`src/rtl/rede_io_sched.sv`:
```
// Processor I/O scheduler: per-port input holding registers with read strobes,
// per-port output capture registers drained round-robin into one host slot.
module rede_io_sched #(
    parameter int NUBITS = 31,
    parameter int NPORT  = 4
) (
    input  logic                     clk,
    input  logic                     rst,
    input  logic                     in_valid,
    input  logic [1:0]               in_port,
    input  logic signed [NUBITS-1:0] in_data,
    output logic                     in_ready,
    input  logic [NPORT-1:0]         req_in,
    output logic signed [NUBITS-1:0] io_in,
    input  logic [NPORT-1:0]         out_en,
    input  logic signed [NUBITS-1:0] io_out,
    output logic                     out_valid,
    output logic [1:0]               out_port,
    output logic signed [NUBITS-1:0] out_data,
    input  logic                     out_ready,
    input  logic                     clr_err,
    output logic                     underrun,
    output logic                     overrun
);

    logic [NPORT-1:0][NUBITS-1:0] data_q, cap_q;
    logic [NPORT-1:0]             full, pending;
    logic [1:0]                   rr_ptr;

    logic       rd_any, wr_any, in_acc, load_slot, grant;
    logic [1:0] rd_idx, wr_idx, win, scan_idx;
    logic       found;
    logic [NPORT-1:0] eff;
    logic       ev_un, ev_ov;

    assign in_ready = ~full[in_port];
    assign in_acc   = in_valid & in_ready;
    assign rd_any   = |req_in;
    assign wr_any   = |out_en;

    // Descending scan so the lowest set strobe bit is the one served.
    always_comb begin
        rd_idx = '0;
        wr_idx = '0;
        for (int i = NPORT - 1; i >= 0; i--) begin
            if (req_in[i]) rd_idx = i[1:0];
            if (out_en[i]) wr_idx = i[1:0];
        end
    end

    assign io_in = (rd_any && full[rd_idx]) ? signed'(data_q[rd_idx]) : '0;
    assign ev_un = rd_any && !full[rd_idx];

    // A capture this cycle competes too, so an empty slot shows it one cycle later.
    always_comb begin
        eff = pending;
        if (wr_any) eff[wr_idx] = 1'b1;
        win      = '0;
        found    = 1'b0;
        scan_idx = '0;
        for (int i = 0; i < NPORT; i++) begin
            scan_idx = rr_ptr + i[1:0];
            if (!found && eff[scan_idx]) begin
                found = 1'b1;
                win   = scan_idx;
            end
        end
    end

    assign load_slot = !out_valid || out_ready;
    assign grant     = load_slot && found;
    assign ev_ov     = wr_any && pending[wr_idx] && !(grant && win == wr_idx);

    always_ff @(posedge clk) begin
        if (rst) begin
            full      <= '0;
            pending   <= '0;
            out_valid <= 1'b0;
            out_port  <= '0;
            out_data  <= '0;
            rr_ptr    <= '0;
            underrun  <= 1'b0;
            overrun   <= 1'b0;
        end else begin
            for (int k = 0; k < NPORT; k++) begin
                if (in_acc && in_port == k[1:0]) begin
                    data_q[k] <= in_data;
                    full[k]   <= 1'b1;
                end else if (rd_any && rd_idx == k[1:0]) begin
                    full[k] <= 1'b0;
                end
                // A grant of a non-pending port consumes the capture directly.
                if (wr_any && wr_idx == k[1:0]) begin
                    cap_q[k]   <= io_out;
                    pending[k] <= !(grant && win == k[1:0] && !pending[k]);
                end else if (grant && win == k[1:0]) begin
                    pending[k] <= 1'b0;
                end
            end
            if (load_slot) begin
                out_valid <= grant;
                if (grant) begin
                    out_port <= win;
                    out_data <= pending[win] ? signed'(cap_q[win]) : io_out;
                    rr_ptr   <= win + 2'd1;
                end
            end
            underrun <= ev_un || (underrun && !clr_err);
            overrun  <= ev_ov || (overrun && !clr_err);
        end
    end

endmodule

```
`config.mk`:
```
export PLATFORM = sky130hd
export DESIGN_NAME = rede_io_sched
export DESIGN_NICKNAME = d
export VERILOG_FILES = /design/src/rtl/rede_io_sched.sv
export SDC_FILE = /design/constraint.sdc
export NUM_CORES = 1
export LEC_CHECK = 0
export CORE_MARGIN = 5
export CORE_UTILIZATION = 43
export CTS_CLUSTER_SIZE = 8
export DETAILED_ROUTE_END_ITERATION = 8
export PLACE_DENSITY = 0.74
export SETUP_SLACK_MARGIN = 0.05
export SYNTH_ARGS = -nofsm -noshare
export SYNTH_HDL_FRONTEND = slang
export SYNTH_SLANG_ARGS = --single-unit
```
`constraint.sdc`:
```
create_clock -name clk -period 11.6 [get_ports clk]
set_input_delay 2.32 -clock clk [delete_from_list [all_inputs] [get_ports clk]]
set_output_delay 2.32 -clock clk [all_outputs]
set_load 0.02 [all_outputs]
```
==> impl_metrics.yaml <==
hold_path:
  min_path_cells: 2
  holdCritPathClass: "flop to flop"
setup_path:
  arrival_ns: 6.16
  startpoint_type: "primary input"
  r2r_setup_slack_ns: 8.58
  end_kind: "primary output"
  path_max_fanout: 32
  rr_worst_depth: 6
  crit_required_ns: 9.28
  criticalPathCategory: "primary input to primary output"
placement:
  post-place-ws_ns: 3.14
  place.gp.congestion: 0.802
  dp_hpwl_um: 15000
  io_buffers: 144
  placed_area_mm2: 0.0130
timing:
  slew_headroom: 0.179
  rsz0062_at_grt: "no"
  finalClockSkew_ns: 0.0182
  fmax_mhz: 118
  setup_tns_ns: 0
  maxSlewViolCount: 0
  min_period_ns: 8.48
  fin_crit_sh: 0.731
  fin_ws_ns: 3.12
  setup_viol: 0
  worst_pin_slew_ns: 1.23
  hold_viol: 0
floorplanning:
  fp.dieH_um: 172
  chipWidth_um: 172
  coreArea_mm2: 0.0260
  dieArea_mm2: 0.0296
  rows: 59
  initial_core_util: 0.435
  pin_count: 145
global_route:
  grt-ovfl-total: 0
  track_usage: 0.168
  antenna_found_initial: 0
  first_global_vias: 7083
  grt_pass1_wl_um: 39100
  grt_max_degree: 66
finish:
  multiInputGateArea_mm2: 0.00266
  fin_util: 0.549
  num_antenna_cells: 0
  seq_area_mm2: 0.00837
  drive_above_1_share: 0.0871
  areaGrowthSynthToFinish_pct: 26.2
  finish.instance_area_mm2: 0.0143
  nNetsFinal: 1012
  fill_cells: 2099
clock_tree:
  cts_tree: "done"
  cts_root_buf: "clkbuf_16"
  h-tree-depth: 2
  ctsResizeCount: 0
  clk_latency_ns: 0.52
  clk_pin_slew_worst_paths_ns: 0.04
  post_cts_buffers: 0
  clock_sinks: 294
  cts_buffer_depth: 3
  cts_buffers: 42
  cts_hold_buf: 0
drt:
  route.detailed.drc: 0
  vias: 7084
  drt_iter0_markers: 719
  wire_per_inst_um: 19.6
  ant_nets: 0
  routed_wl_um: 25500
  drtPass1Iterations: 6
  vias_per_cell: 5.45
synthesis:
  synth_seq_cells: 294
  synth-warning-count: 0
  netlist.top_cell.by_area: "edfxtp_1"
  synthFlopType: "edfxtp_1"
  synth-edff-count: 248
  netlist_instances: 780
  synth_top_area_share: 0.659
  synth_cell_types: 50
  syn_area_mm2: 0.0113
  synth_area_leaders: "edfxtp_1, dfxtp_1, nand2_1, a21oi_1, a221o_1"
  synth_nets: 861
  ys_seq_area_frac: 0.740
  avgSynthCellArea_um2: 14.5
  synthArstFlopShare: 0
run:
  cap_violations: 0
power:
  max-vdd-ir-drop_mv: 0.192
  leakage_nw: 4.86
  total_power_w: 0.00271
  p_per_area_mw_per_mm2: 190
status:
  status: "finished, final reports clean"
-- per-layer routing --
| metal | part of all wire | wire (um) | global-route usage |
|---|---|---|---|
| met1 | 0.42 | 10800 | 0.224 |
| met2 | 0.50 | 12800 | 0.284 |
| met3 | 0.058 | 1490 | 0.0322 |
| met4 | 0.017 | 422 | 0.0455 |
| met5 | 0 | 0 | 0 |
-- critical path: stages --
cell and delay, ns:
clkdlybuf4s50_1 0.56, nor3_1 0.08, or2_1 0.65, nor2b_1 0.33, a2111o_1 0.39, nand2b_1 0.71
a21oi_1 0.43, clkdlybuf4s50_1 0.67
-- registers in the layout (all words and copies together), names as in the netlist, 2 cells and up --
| signal | cells |
|---|---|
| out_data | 31 |
| cap_q | 124 |
| out_port | 2 |
| data_q | 124 |
| pending | 4 |
| rr_ptr | 2 |
| full | 4 |
-- layout by cell type, fill, tap and decap left out, types with 2 or more instances in the layout --
cell type	count
nor2_2	7
mux2i_1	3
o32ai_1	3
and2_1	33
and3_1	2
nor2b_1	5
nor2b_2	3
a21oi_1	72
nor3b_1	2
clkbuf_16	43
clkbuf_1	32
inv_1	8
ha_1	4
a211oi_1	2
o21ai_0	5
nand3_1	4
clkinv_8	2
a32oi_1	32
a221o_1	31
edfxtp_1	248
o21bai_1	2
dfxtp_1	46
nand2_1	133
nand2b_1	6
o21ai_1	3
clkdlybuf4s50_1	144
buf_4	16
nor3_1	3
a222oi_1	31
nor2_1	15
-- final cells by class --
| type | instances | share of cell area |
|---|---|---|
| clock buffer | 75 | 0.0838 |
| timing repair buffer | 160 | 0.109 |
| sequential | 294 | 0.587 |
| multi-input combinational | 424 | 0.186 |
| tap | 335 | 0.0294 |
| inverter | 9 | 0.00237 |
| clock inverter | 2 | 0.00228 |
-- worst paths after layout --
path,endpoint,from
max,io_in[19],req_in[2]
min,overrun$_SDFF_PP0_,overrun$_SDFF_PP0_
max reg2reg,out_data[7]$_SDFFE_PP0P_,pending[0]$_SDFFE_PP0P_
min reg2reg,overrun$_SDFF_PP0_,overrun$_SDFF_PP0_
-- through the flow --
stage,instances,hold WS [ns]
floorplan,780,0.445
global placement,1222,0.463
detailed placement,1222,0.472
CTS,1299,0.480
global route,1299,0.507
finish,1299,0.479
-- Yosys cell counts, types with 2 or more instances --
cell type / count
a211oi_1: 2
a21oi_1: 72
a221o_1: 31
a222oi_1: 31
a32oi_1: 32
and2_1: 33
and3_1: 2
buf_2: 14
buf_4: 2
buf_6: 8
clkbuf_1: 28
dfxtp_1: 46
edfxtp_1: 248
ha_1: 4
inv_1: 8
mux2i_1: 3
nand2_1: 134
nand2b_1: 6
nand3_1: 4
nor2_1: 20
nor2_2: 3
nor2b_1: 8
nor3_1: 3
nor3b_1: 3
o21ai_0: 5
o21ai_1: 3
o21bai_1: 2
o32ai_1: 3
-- kinds of logic after synthesis --
kind of cell,Yosys count,synth area share
compound gates,190,0.129
buf+inv,62,0.0281
xor+xnor,2,0.00155
fa+ha+maj,4,0.00443
flops,294,0.740
simple gates,224,0.0923
mux,4,0.00465
-- report_power, final --
| part | switching (W) | internal (W) | total, W |
|---|---|---|---|
| clock | 0.000419 | 0.000692 | 0.00111 |
| combinational | 0.000213 | 0.000152 | 0.000365 |
| sequential | 0.0000237 | 0.00121 | 0.00123 |
(Power assumes the default switching activity.)
